**src/rtl/interval_timer.sv**
```systemverilog
// Interval timer: counts enabled cycles up to a run-time terminal value and pulses ovflw on each hit.
// Supports one-shot and periodic modes, pause or clear on enable loss, abort, and a saturating hit counter.
module interval_timer #(
   parameter int WIDTH            = 32,
   parameter int OVF_WIDTH        = 8,
   parameter bit CLEAR_ON_DISABLE = 1'b0
) (
   input  logic                 clk,
   input  logic                 reset,
   input  logic                 enable,
   input  logic                 start,
   input  logic                 abort,
   input  logic                 periodic,
   input  logic [WIDTH-1:0]     terminal,
   output logic [WIDTH-1:0]     cnt,
   output logic                 ovflw,
   output logic [OVF_WIDTH-1:0] ovf_count,
   output logic                 busy,
   output logic                 done
);

   localparam logic [1:0] IDLE  = 2'd0;
   localparam logic [1:0] COUNT = 2'd1;
   localparam logic [1:0] PAUSE = 2'd2;
   localparam logic [1:0] DONE  = 2'd3;

   localparam logic [WIDTH-1:0]     CNT_ONE = {{(WIDTH-1){1'b0}}, 1'b1};
   localparam logic [OVF_WIDTH-1:0] OVF_ONE = {{(OVF_WIDTH-1){1'b0}}, 1'b1};

   logic [1:0]       state;
   logic [WIDTH-1:0] term_reg;
   logic             mode_reg;

   // Hit counter sticks at all-ones instead of wrapping.
   function automatic logic [OVF_WIDTH-1:0] sat_inc(input logic [OVF_WIDTH-1:0] v);
      return (&v) ? v : v + OVF_ONE;
   endfunction

   always_ff @(posedge clk or posedge reset) begin
      if (reset) begin
         state     <= IDLE;
         cnt       <= '0;
         ovflw     <= 1'b0;
         ovf_count <= '0;
         term_reg  <= '0;
         mode_reg  <= 1'b0;
      end else begin
         ovflw <= 1'b0;
         if (abort) begin
            state     <= IDLE;
            cnt       <= '0;
            ovf_count <= '0;
         end else if (start && (state == IDLE || state == DONE)) begin
            term_reg  <= terminal;
            mode_reg  <= periodic;
            cnt       <= '0;
            ovf_count <= '0;
            state     <= COUNT;
         end else begin
            case (state)
               COUNT: begin
                  if (!enable) begin
                     if (CLEAR_ON_DISABLE) begin
                        state <= IDLE;
                        cnt   <= '0;
                     end else begin
                        state <= PAUSE;
                     end
                  end else if (cnt == term_reg) begin
                     cnt       <= '0;
                     ovflw     <= 1'b1;
                     ovf_count <= sat_inc(ovf_count);
                     state     <= mode_reg ? COUNT : DONE;
                  end else begin
                     cnt <= cnt + CNT_ONE;
                  end
               end
               // Resuming edge only re-enters COUNT; the increment starts on the following edge.
               PAUSE: begin
                  if (enable) state <= COUNT;
               end
               default: ;
            endcase
         end
      end
   end

   assign busy = (state == COUNT) || (state == PAUSE);
   assign done = (state == DONE);

endmodule

```
**config.mk**
```make
export PLATFORM = sky130hd
export DESIGN_NAME = interval_timer
export DESIGN_NICKNAME = d
export VERILOG_FILES = /design/src/rtl/interval_timer.sv
export SDC_FILE = /design/constraint.sdc
export NUM_CORES = 1
export LEC_CHECK = 0
export BUFFER_PORTS_ARGS = -buffer_cell sky130_fd_sc_hd__buf_2
export CORE_MARGIN = 1.5
export CORE_UTILIZATION = 30
export DETAILED_ROUTE_END_ITERATION = 8
export PLACE_DENSITY_LB_ADDON = 0.3
export SYNTH_ARGS = -nofsm -noshare
export SYNTH_HDL_FRONTEND = slang
export SYNTH_SLANG_ARGS = --single-unit
```
**constraint.sdc**
```tcl
create_clock -name clk -period 2.9 [get_ports clk]
set_input_delay 0.58 -clock clk [delete_from_list [all_inputs] [get_ports clk]]
set_output_delay 0.58 -clock clk [all_outputs]
set_load 0.01 [all_outputs]
```
* Yosys cells after proc, flatten, opt, wreduce, memory -nomap -nowiden *
Cells that the tools add are included.

storage, ports and cells
  input port bits = 38
  register bits after elaboration = 76
  output and inout bits = 43

cells by class
  reduce and logical (&&, ||, !) cells = 13
  add/sub/neg operators = 2
  equality and inequality tests = 7
  multiplexer cells = 23
  bitwise operators = 1

operators by type and width
  cell                                           count
  2-to-1 mux 32 bit                              5
  2-to-1 mux 8 bit                               6
  adder 32 x 1 -> 32 bit, second input constant  1
  == test 32 bit                                 1
  2-to-1 mux 2 bit                               6
  nonzero test 3 bit                             3
  adder 8 x 1 -> 8 bit, second input constant    1
  AND reduction 8 bit                            1
  2-to-1 mux 1 bit                               5
  != test 5 bit, second input constant           1
  == test 2 bit, second input constant           2
  != test 4 bit, second input constant           1
  one-hot mux 2 bit (2 select lines)             1
  AND reduction 2 bit                            2
  AND reduction 4 bit                            1
  nonzero test 4 bit                             1
  != test 3 bit, second input constant           1
  AND reduction 3 bit                            1
  == test 2 x 1 -> 1 bit, second input constant  1
  zero test 2 bit                                1
  logical OR 1 bit                               2
  logical AND 1 bit                              1
  inverter 1 bit                                 1

* Depth between registers and ports, before layout *
Gate-level depths: netlist of the first run.

  depth after elaboration = 7
  depth in mapped cells = 9
  gate-level depth less buffers = 8

* Least setup slack after synthesis of the first run *
No wires, ideal clock.

  path type = flip-flop to flip-flop
  start = reg state[0]
  end = reg cnt[22]
  path slack = 0.783 ns
  library setup time = 0.121 ns
  period minus slack after synthesis = 2.117 ns
  arrival = 1.996 ns
  required time = 2.779 ns
  cell stages (with the launch flop) = 10
  cells stage by stage = dfrtp_1 > inv_1 > ha_1 > a21oi_2 > a211oi_2 > and3_1 > buf_4 > and3_1 > xnor2_1 > nor2_1

on the way
  cells in the longest elaborated chain, start to end = 5

RTL lines
  element                                                                           line  source
  start: declaration                                                                30    logic [1:0] state;
  start signal: assignment                                                          73    state <= mode_reg ? COUNT : DONE;
  == test 2 bit / zero test 2 bit (equally long branches)                           53    end else if (start && (state == IDLE || state == DONE)) begin
  logical OR 1 bit                                                                  53
  logical AND 1 bit                                                                 53
  nonzero test 3 bit (no source line) / 2-to-1 mux 32 bit (equally long branches)   n/a
  AND reduction 2 bit (no source line) / 2-to-1 mux 32 bit (equally long branches)  n/a
  end signal: assignment                                                            75    cnt <= cnt + CNT_ONE;
  end: declaration                                                                  15    output logic [WIDTH-1:0] cnt,

Several ways; a longest one is shown, not always the timed one.
A chain may end at the register's enable or synchronous reset.

* Worst setup path after layout of the first run *
  start = reg state[0]
  end = reg cnt[31]

The elaborated chain is that of the path after synthesis.

==> metrics.txt, run 1 <==
Post-DP Area ~0.0045 mm2; peak per-stage delay on the critical path approximately 590 ps; post-CTS resize count 0; CTS clock-pin slew for the worst setup and hold paths around 60 ps; Post-synth top cells dfrtp_1 (76), xnor2_1 (46), nor2_1 (44); VDD IR max between 300 and 400 uV; slowest CP cell a211oi_2; Distinct cells, synth 42; Sink Count between 70 and 80; largest family of logic cells by synthesized area simple AND/OR/NAND/NOR gates; cell area after layout roughly 0.0048 mm2; status finished clean; Synth Area in Compound Gates 5.72%; Worst setup SP type register; CTS tree done; Max-Cap Viols 0; chip height between 100 and 150 um; top-count cell post-synth dfrtp_1; pre-CTS worst setup slack between 300 and 400 ps; Final Hold Viols 0; CTS root buf clkbuf_16; final setup margin 310 ps; dominant cell type by area after synthesis dfrtp_1; RePlAce Congestion ~0.79; # setup viols final 0; num rows slightly above 40; Worst EP required between 3000 and 4000 ps; Buf/Inv on CP 1; Slew @ Worst Pin roughly 710 ps; Internal around 2500 uW; multiplexer area fraction after synthesis 9.91%; fin crit period roughly 2600 ps; Synth Area in XOR/XNOR roughly 14%; vias per inst 4.74; P_leak roughly 0.0021 uW; first-pass GRT wire length 15300 um; clock buffer count from CTS 9; switching share of power ~29%; top layer in use met4; share of cells above drive strength 1 31.6%; Nets 486; Synth Area in Adders 1.95%; area delta synth->final 23.4%; power density cells between 700 and 800 mW/mm2; Slew headroom 52.7%; P_sw 1000 uW; WHS between 200 and 300 ps; Initial Util between 30% and 40%; synthesized-area fraction occupied by and/or/nand/nor cells approximately 17%; DP HPWL about 7000 um; Post-synth EDFFs 0; DR WL met3 570 um; CP delay by family, top compound AO/OA/AOI/OAI gates; initial antenna violation count 0; I/O pin cnt 81; Comb power frac between 20% and 30%; routed length per instance 15.4 um; Clock Latency Late Sink roughly 340 ps; Global Route Usage Sum 15.1%; H-tree depth 3; part of the cycle the worst path needs around 89%; Post-synth top flop dfrtp_1; #FFs+latches synth between 70 and 80; WL met2 between 4000 and 5000 um; clock tree buffer depth 2; Vias 2930; DR iter-0 viols about 200; global route overflow 0; cell breakdown of the critical path inv_1, ha_1, a21oi_2, a211oi_2, nand3_1, nor3_1, xnor2_1, nor2_1; Flop pwr share a little over two fifths; core area 0.0126 mm2; DRC violations left 0; area fraction of the dominant cell type after synthesis 49.4%; Synth area leaders dfrtp_1 (49%), xnor2_1 (10%), mux2_2 (9.6%); Hold/Removal Path Class in -> async; fill cell count 1259; max-slew violation count 0; synthesized cell area between 0.003 and 0.004 mm2; vias in the first global route a little under 3000; # diodes 0; CP max FO 9; Routed Antenna Nets 0; unrepaired setup endpoints after global routing false; largest net degree at the start of global routing 31; die area about 0.014 mm2; Pre-Repair DR Iteration Count 4; CP arrival 2800 ps; # hold bufs at CTS 0; Total Neg Setup Slack 0 ps; Post-synth ARST share 100%; Seq/Total Area, Yosys between 40% and 50%; Mapped Avg Cell Area between 10 and 15 um2; Cells after Synth 358; clock skew ~11 ps; kind of critical path reg -> reg; buffers added on ports 80; Syn Nets ~400; Setup Fix Bufs, Post-CTS 0; Syn. warnings 0; chip width about 120 um; M1 wire length 4590 um; fmax around 0.39 GHz; DRT Wirelength 9510 um; Clock power frac 31.9%; Setup crit end kind register
-- final timing paths --
check                      slack (ps)  cells after the start   startpoint           end
max reg2reg                       310                      8     state[0]       cnt[31]
max in group asynchronous        1850                      3        reset       cnt[18]
max                               310                      8     state[0]       cnt[31]
min                               280                      2        reset  ovf_count[4]
min in group clk                  470                      2  terminal[0]   term_reg[0]
min reg2reg                       520                      1     mode_reg      mode_reg
-- metrics by stage --
step | util (%) | std cells | power [uW]
final | 37.8 | 618 | 3470
after global routing | 37.8 | 618 | 3660
after CTS | 37.8 | 618 | 3510
after detailed placement | 35.5 | 603 | 2390
after global placement | 35.5 | 603 | 2370
after floorplan | - | 358 | 2140
-- power by group through the flow --
stage / clock (uW) / sequential, uW / combinational [uW]
floorplan: 0 / 1470 / 671
global placement: 0 / 1500 / 867
detailed placement: 0 / 1510 / 875
CTS: 1140 / 1490 / 878
global route: 1180 / 1520 / 951
finish: 1110 / 1490 / 865
-- layer usage --
layer	up-vias	global-route usage (%)
met5	-	0
met4	0	5.28
met2	91	22.3
met3	15	4.93
met1	1416	20.8
li1	1408	-
-- layout make-up --
cell class / count / area [um2] / share of cell area (%)
Clock buffer: 13 / 250 / 5.27
Clock inverter: 2 / 35.0 / 0.737
Inverter: 8 / 30.0 / 0.632
Multi-Input combinational cell: 261 / 1860 / 39.2
Sequential cell: 76 / 1900 / 40.0
Tap cell: 172 / 215 / 4.53
Timing Repair Buffer: 86 / 458 / 9.64
-- cell families (layout without fill, tap and decap cells) --
kind of cell	count (synthesis)	after routing
buffers and inverters	21	109
adders and majority gates	6	6
AOI/OAI and AO/OA	31	31
DFF	76	76
muxes	34	34
and+or+nand+nor	129	129
xor gates and xnor gates	61	61
-- cells in the final DEF (no fill, tap or decap), drive strengths merged --
| cell | count |
|---|---|
| buf | 86 |
| dfrtp | 76 |
| xnor2 | 46 |
| nor2 | 44 |
| mux2 | 33 |
| nand3 | 20 |
| nand2 | 20 |
| nand4 | 15 |
| xor2 | 15 |
| clkbuf | 13 |
| a21oi | 10 |
| inv | 8 |
| and3 | 8 |
| ha | 6 |
| o21ai | 5 |
| nor3 | 4 |
| nand2b | 3 |
| or4 | 3 |
| and4 | 3 |
| a21o | 2 |
| and2 | 2 |
| a31o | 2 |
| a211oi | 2 |
| or3 | 2 |
| a31oi | 2 |
| o31ai | 2 |
| nor4 | 2 |
| a2111oi | 1 |
| a22o | 1 |
| o41ai | 1 |
| and2b | 1 |
| a41o | 1 |
| mux2i | 1 |
| o311a | 1 |
| o2111ai | 1 |
| nand3b | 1 |
| nor2b | 1 |
| bufinv | 1 |
| clkinv | 1 |
Note: power is estimated with default switching activity, not from simulation.
==> run 2: changes to the inputs <==
- ABC_AREA: unset -> 1
==> run 2 against run 1 <==
Effect of this change: first-iteration DRC count rose by 32%; sequential cell count did not move; area after synthesis rose by 11%; critical path type unchanged; die area rose by 11%; clock-buffer cell count fell by 1; worst setup slack improved by 260 ps; clock skew fell by 4.1 ps; maximum frequency rose by 11%; cell count rose by 26%; combinational power rose by 21%.
==> metrics.txt, run 2 <==
chip height around 120 um; first-pass GRT wire length 17300 um; Routed Antenna Nets 0; initial antenna violation count 0; Post-synth top cells nand2_1 (125), dfrtp_1 (76), nor2_1 (53); Multi-input gate area approximately 0.0021 mm2; CTS root buf clkbuf_16; Post-DP Area around 0.0049 mm2; global route overflow 0; status finished clean; post-CTS resize count 0; cell area after layout between 0.005 and 0.006 mm2; Syn. warnings 0; # hold bufs at CTS 0; RePlAce Congestion 0.855; Max-Cap Viols 0; CTS tree done; switching share of power 31.2%; Clock Latency Late Sink around 340 ps; P_sw 1190 uW; Initial Util 30.7%; Worst EP required 3110 ps; Pre-Repair DR Iteration Count 4; core area about 0.014 mm2; Hold/Removal Path Class in -> async; unrepaired setup endpoints after global routing false; I/O pin cnt ~80; area delta synth->final 22.0%; CTS clock-pin slew for the worst setup and hold paths 60 ps; peak per-stage delay on the critical path 400 ps; Total Neg Setup Slack 0 ps; Post-synth ARST share 100%; Global Route Usage Sum ~15%; Mapped Avg Cell Area 8.30 um2; Most common cell on crit path nand2_2; Syn Nets between 500 and 600; DR iter-0 viols approximately 260; cell breakdown of the critical path inv_1, ha_1, nand2_2, nand2_2, inv_2, nand2_4, inv_2, a41oi_1, nand2_2, nand2_1, o21ai_2; DP HPWL 7900 um; Seq/Total Area, Yosys between 40% and 50%; Sink Count 76; clock tree buffer depth 2; Cells after Synth ~510; commonest non-fill, non-tap cell in the layout nand2_1; largest net degree at the start of global routing 29; top-count cell post-synth nand2_1; Distinct cells, synth 33; P_leak around 0.0025 uW; clock skew 6.43 ps; fin crit period approximately 2300 ps; commonest cells after routing, fill and taps aside nand2_1 (125), buf_2 (80), dfrtp_1 (76); Setup Fix Bufs, Post-CTS 0; synthesized cell area between 0.004 and 0.005 mm2; VDD IR max 275 uV; DRT Wirelength 10400 um; # diodes 0; kind of critical path reg -> reg; Post-synth EDFFs 0; slowest CP cell dfrtp_1; CP max FO 24; Slew @ Worst Pin roughly 600 ps; area fraction of the dominant cell type after synthesis 44.6%; Worst setup SP type register; fill cell count roughly 1500; Nets 640; fmax 0.429 GHz; power density cells about 730 mW/mm2; Post-synth top flop dfrtp_1; Flop pwr share 39.6%; Synth area leaders dfrtp_1 (45%), nand2_1 (11%), mux2_2 (5.8%); #FFs+latches synth 76; Setup crit end kind register; CP delay by family, top simple AND/OR/NAND/NOR gates; Buf/Inv on CP 3; Final Hold Viols 0; max-slew violation count 0; Internal ~2600 uW; Vias between 3000 and 4000; flip-flop and latch area between 0.0015 and 0.002 mm2; buffers added on ports 80; num rows 43; DRC violations left 0; vias per inst 4.55; # setup viols final 0; die area around 0.015 mm2; dominant cell type by area after synthesis dfrtp_1; Slew headroom 60.0%; clock buffer count from CTS 9; CP arrival 2540 ps; part of the cycle the worst path needs about four fifths; chip width 122 um; routed length per instance about 13 um; Clock power frac 32.9%; share of cells above drive strength 1 between 20% and 30%; vias in the first global route 3549; final core utilization 37.5%; Comb power frac roughly 28%; H-tree depth 3
run 2: cell types whose count changed after synthesis, sizes merged, moves of 4 or more:
cell and delta:
and3 -8, mux2 -11, nor2 +12, inv +46, nand2 +114, nor3 +6
a21oi +25, o21ai +6, xnor2 -20, nand4 +4, or2 +5
run 2: cells by family after synthesis:
logic type | count (synthesis) | share of synthesized area (%)
adders and majority gates | 6 | 1.76
DFF | 76 | 44.6
AOI/OAI and AO/OA | 53 | 7.33
muxes | 22 | 5.80
and+or+nand+nor | 248 | 25.6
xor gates and xnor gates | 41 | 8.41
buffers and inverters | 68 | 6.54
run 2: power by group through the flow:
stage / Clock [uW] / Combinational (uW) / Sequential (uW)
3_5_place_dp: 0 / 1070 / 1520
5_1_grt: 1320 / 1190 / 1540
2_1_floorplan: 0 / 838 / 1490
6_report: 1250 / 1050 / 1500
4_1_cts: 1280 / 1070 / 1500
3_3_place_gp: 0 / 1040 / 1510
run 2: metrics by stage:
stage / power (uW) / hold WS [ps] / instances / worst slack, ps
final: 3800 / 311 / 781 / 568
after global routing: 4060 / 371 / 781 / 300
after CTS: 3850 / 338 / 781 / 546
after detailed placement: 2590 / 500 / 765 / 557
after global placement: 2540 / 496 / 765 / 666
after floorplan: 2330 / 480 / 514 / 382
run 2: per-layer routing:
layer  part of all wire, %  vias up  GRT usage, %
met5                     0        -             0
met4                   2.2        0          6.03
met3                   5.0       15          3.16
met2                    47       89          23.8
met1                    46     1635          19.5
li1                      -     1817             -
run 2: worst paths after layout:
kind	from	end	slack, ps	cells past startpoint
worst max-delay path	state[0]	ovf_count[5]	570	11
worst min-delay path	reset	cnt[25]	310	2
worst max register to register	state[0]	ovf_count[5]	570	11
worst min register to register	mode_reg	mode_reg	510	1
max in group asynchronous	reset	cnt[16]	1810	3
min in group clk	terminal[8]	term_reg[8]	470	2
run 2: area by class of cell:
type | instances | area share [%]
multi-input cells | 370 | 40.2
flip-flops and latches | 76 | 36.5
repair buffers | 84 | 8.51
clock buffers | 12 | 5.12
well taps | 180 | 4.33
inverters | 55 | 3.97
clock inverters | 4 | 1.35
